[src/rtl/linebuffer_scanout.sv]
// Scanout side of the sprite line buffers: reads the displayed buffer, clears each location
// behind the read, and owns the per-line draw/display swap.
module linebuffer_scanout #(
   parameter int unsigned WIDTH   = 256,
   parameter int unsigned X_START = 0,
   parameter int unsigned AW      = 9
) (
   input  logic          clk_i,
   input  logic          rst_ni,
   input  logic          pix_ce_i,
   input  logic          line_start_i,
   input  logic [11:0]   rd_data_a_i,
   input  logic [11:0]   rd_data_b_i,
   output logic [AW-1:0] addr_o,
   output logic          clr_we_a_o,
   output logic          clr_we_b_o,
   output logic          draw_sel_o,
   output logic [11:0]   pix_out_o,
   output logic          pix_opaque_o,
   output logic          line_active_o
);

   localparam int unsigned CW = $clog2(WIDTH + 1);
   localparam logic [AW-1:0] XStartA = AW'(X_START);
   localparam logic [CW-1:0] WidthC  = CW'(WIDTH);

   typedef enum logic [1:0] {StIdle, StRd, StClr} state_e;

   state_e        state_q, state_d;
   logic [AW-1:0] x_q, x_d;
   logic [CW-1:0] cnt_q, cnt_d;
   logic          draw_sel_q, draw_sel_d;
   logic [11:0]   pix_q, pix_d;
   logic          opaque_q, opaque_d;
   logic          active_q, active_d;
   logic [11:0]   rd_data;
   logic [CW-1:0] cnt_inc;

   always_ff @(posedge clk_i or negedge rst_ni) begin
      if (!rst_ni) begin
         state_q    <= StIdle;
         x_q        <= XStartA;
         cnt_q      <= '0;
         draw_sel_q <= 1'b0;
         pix_q      <= '0;
         opaque_q   <= 1'b0;
         active_q   <= 1'b0;
      end else begin
         state_q    <= state_d;
         x_q        <= x_d;
         cnt_q      <= cnt_d;
         draw_sel_q <= draw_sel_d;
         pix_q      <= pix_d;
         opaque_q   <= opaque_d;
         active_q   <= active_d;
      end
   end

   // The displayed buffer is always the one the renderer does not own.
   assign rd_data = draw_sel_q ? rd_data_a_i : rd_data_b_i;
   assign cnt_inc = cnt_q + 1'b1;

   always_comb begin
      state_d    = state_q;
      x_d        = x_q;
      cnt_d      = cnt_q;
      draw_sel_d = draw_sel_q;
      pix_d      = pix_q;
      opaque_d   = opaque_q;
      active_d   = active_q;

      case (state_q)
         StIdle: begin
            pix_d    = '0;
            opaque_d = 1'b0;
         end
         StRd: begin
            if (pix_ce_i) state_d = StClr;
         end
         StClr: begin
            pix_d    = rd_data;
            opaque_d = |rd_data[3:0];
            x_d      = x_q + 1'b1;
            cnt_d    = cnt_inc;
            if (cnt_inc == WidthC) begin
               state_d  = StIdle;
               active_d = 1'b0;
            end else begin
               state_d = StRd;
            end
         end
         default: state_d = StIdle;
      endcase

      // Line start overrides everything; an in-flight clear still lands on the old buffer.
      if (line_start_i) begin
         draw_sel_d = ~draw_sel_q;
         x_d        = XStartA;
         cnt_d      = '0;
         state_d    = StRd;
         active_d   = 1'b1;
      end
   end

   assign addr_o        = x_q;
   assign clr_we_a_o    = (state_q == StClr) &&  draw_sel_q;
   assign clr_we_b_o    = (state_q == StClr) && !draw_sel_q;
   assign draw_sel_o    = draw_sel_q;
   assign pix_out_o     = pix_q;
   assign pix_opaque_o  = opaque_q;
   assign line_active_o = active_q;

endmodule

[config.mk]
export PLATFORM = sky130hd
export DESIGN_NAME = linebuffer_scanout
export DESIGN_NICKNAME = d
export VERILOG_FILES = /design/src/rtl/linebuffer_scanout.sv
export SDC_FILE = /design/constraint.sdc
export NUM_CORES = 1
export LEC_CHECK = 0
export BUFFER_PORTS_ARGS = -buffer_cell sky130_fd_sc_hd__buf_2
export CAP_MARGIN = 25
export CORE_MARGIN = 3
export CORE_UTILIZATION = 30
export DETAILED_ROUTE_END_ITERATION = 12
export PLACE_DENSITY_LB_ADDON = 0.3
export SLEW_MARGIN = 20
export SYNTH_ARGS = -nofsm -noshare
export SYNTH_HDL_FRONTEND = slang
export SYNTH_SLANG_ARGS = --single-unit
[constraint.sdc]
create_clock -name clk_i -period 2 [get_ports clk_i]
set_input_delay 0.2 -clock clk_i [delete_from_list [all_inputs] [get_ports clk_i]]
set_output_delay 0.2 -clock clk_i [all_outputs]
set_load 0.02 [all_outputs]
==> metrics.txt <==
CTS root buffer clkbuf_8; CTS Buf Count 5; Synth area leaders dfrtp_1, mux2i_1, nand2_1; Final period util 0.942; Setup Viol. Count Final 0; synth unique cells 34; clk sinks 35; DIE WIDTH between 80 and 90 um; reg-to-reg slack, setup about 120 ps; RR Endpoint line_active_o; Std-Cell Rows 26; DR top layer met4; largest net degree at the start of global routing 36; maxcap violations 0; post-CTS sizing 0; kind of start point of the critical path register; yosys warns 0; routed length on met3 182 um; Post-synth EDFFs 0; Post-DP HPWL around 2800 um; # port buffers 53; initial antenna violation count 0; fraction of registers with async set/reset 1.00; DR pass1 iterations 4; biggest area consumer among synthesized cells dfrtp_1; CTS tree built; ant diodes 0; mux cell area share after synthesis 0.0703; WP buf/inv 0; overall routing resource usage 0.124; Post-Route WL 3880 um; main combinational cell family by area after synthesis simple AND/OR/NAND/NOR gates; Initial Utilization 0.322; Post-Syn Instances 175; area share of the leading cell type in the synthesized netlist 0.512; worst-path fanout max 4; Reg clk slew, reported paths approximately 70 ps; post-route ant nets 0; reg2reg path depth 6; CTS max path bufs 2; pwr dens 783 nW/um2; Setup TNS 0 ps; Layout area overhead 27.2%; Die Y 81.5 um; relative slew slack 0.475; GRT Residual Overflow 0; leakage approximately 1.1 nW; Layout fillers 550; most numerous cell in the Yosys netlist dfrtp_1; first-pass GRT wire length 6330 um; Ports 54; Peak Freq roughly 530 MHz; Slew @ Worst Pin between 700 and 800 ps; Worst Path Required around 2200 ps; Worst Hold Class in -> async; Die Footprint about 6600 um2; gpl congestion between 0.7 and 0.8; WL met2 1770 um; fraction of layout cells with a size suffix above 1 0.308; Core Region between 5000 and 6000 um2; Arrival @ worst endpoint 2040 ps; Synth Area in Adders 0.0146; vias in the first global route about 1.3k; Final Hold Fails 4; Syn Std Cell Area 1710 um2; maximum VDD drop 430 uV; RSZ-0062 raised after global routing false; DR vias/cell approximately 4.7; Final Skew 5.90 ps; WS Path Type reg -> reg; CP Capture Type register; net count after synthesis ~200; Seq cells post-synth 35; number of remaining DRC errors 0; hold-fix buffers at CTS 0; failing checks hold timing; crit path cell chain ha_1 -> and4_4 -> or3b_1 -> a211o_1 -> a211oi_2 -> a21oi_1; Final min period 1880 ps; crit-path leading delay family compound AO/OA/AOI/OAI gates; Worst-Skew Late Latency between 200 and 300 ps; Wirelength per Cell between 10 and 15 um; WL met1 1870 um; outcome complete, but fails checks; simple-gate portion of the synthesized area 0.204; hold slack -1.52 ps; ys flop type dfrtp_1; register area share after synthesis 0.512; Synth Area in Compound Gates 0.0959; Critical Path Max Stage Delay 410 ps; Detailed Route Iter0 Violations 67; slowest CP cell dfrtp_1; CTS H-tree depth 2; Final Slew Violations 0; detailed-route via count between 1k and 1.5k; most frequent cells after synthesis dfrtp_1, nand2_1, nor2_1, o21ai_0, mux2i_1; r2r startpoint cnt_q[1]; Syn Area/Cell between 9 and 10 um2; Post-Synth XOR/XNOR Area 0.0769; final-stage net count roughly 260
==> worst max path at each step <==
stage	depth (start not counted)	start	slack (ps)	endpoint
after floorplan	6	cnt_q[0]	130	line_active_o
after global placement	6	cnt_q[1]	100	line_active_o
after detailed placement	6	cnt_q[1]	70	line_active_o
after CTS	6	cnt_q[1]	50	line_active_o
after global routing	6	cnt_q[1]	30	line_active_o
final	6	cnt_q[1]	120	line_active_o
==> flip-flops by register name, summed over array words and instances (netlist names) <==
signal	count
cnt_q	9
addr_o	9
pix_opaque_o	1
pix_out_o	12
state_q	2
draw_sel_o	1
line_active_o	1
==> cell type report <==
cell class | count | area, um2 | area share
Sequential cell | 35 | 876 | 0.403
Multi-Input combinational cell | 130 | 790 | 0.363
Timing Repair Buffer | 60 | 318 | 0.146
Clock buffer | 8 | 100 | 0.0460
Tap cell | 70 | 87.6 | 0.0403
Inverter | 1 | 3.75 | 0.00173
==> power by group <==
part | switching (mW) | internal (mW) | leakage [nW]
clock | 0.246 | 0.314 | 0.0515
combinational | 0.218 | 0.156 | 0.559
sequential | 0.0203 | 0.749 | 0.474
==> timing repair <==
item / in CTS / in global routing
buffers inserted: 0 / 1
setup endpoints to repair: 0 / 2
endpoints found under the hold margin: 0 / 0
==> cells by family (layout without fill, tap and decap cells) <==
group                      after synthesis  after routing
xor gates and xnor gates                15             15
muxes                                   12             12
buffers and inverters                   10             69
adders and majority gates                2              2
and+or+nand+nor                         72             72
AOI/OAI and AO/OA                       29             29
DFF                                     35             35
==> metal layers <==
layer  track usage  vias up
li1              -      718
met1         0.177      664
met2         0.174       26
met3        0.0362        7
met4        0.0507        0
met5             0        -
==> cell usage in the layout (no fill, tap or decap) <==
cell,n
o211ai_1,1
nor3b_1,1
ha_1,2
a211o_1,1
nor2b_1,1
nand2_1,26
nand3_1,4
nor2_1,18
nor4bb_1,1
xnor2_1,5
buf_2,53
a21oi_1,7
or3_1,4
and2_1,1
and3_2,1
and4_4,1
nor4_1,1
or4_1,1
xor2_1,10
inv_1,1
clkbuf_8,7
or2_2,1
a211oi_2,1
clkbuf_1,1
o21ai_0,17
nand2b_1,1
dfrtp_1,35
nand4_1,5
mux2i_1,12
or3b_1,1
and3_1,3
nor3_1,1
o21ai_1,1
a211o_2,1
buf_4,7
==> metrics by stage <==
step | instance area (um2) | std cells | util | setup slack, ps | total power, mW
2_1_floorplan | 1710 | 175 | - | 132 | 1.04
4_1_cts | 2170 | 303 | 0.409 | 45.5 | 1.73
3_3_place_gp | 2070 | 295 | 0.390 | 101 | 1.16
6_report | 2170 | 304 | 0.410 | 117 | 1.70
5_1_grt | 2170 | 304 | 0.410 | 30.7 | 1.80
3_5_place_dp | 2070 | 295 | 0.390 | 69.2 | 1.16
(Power assumes the default switching activity.)
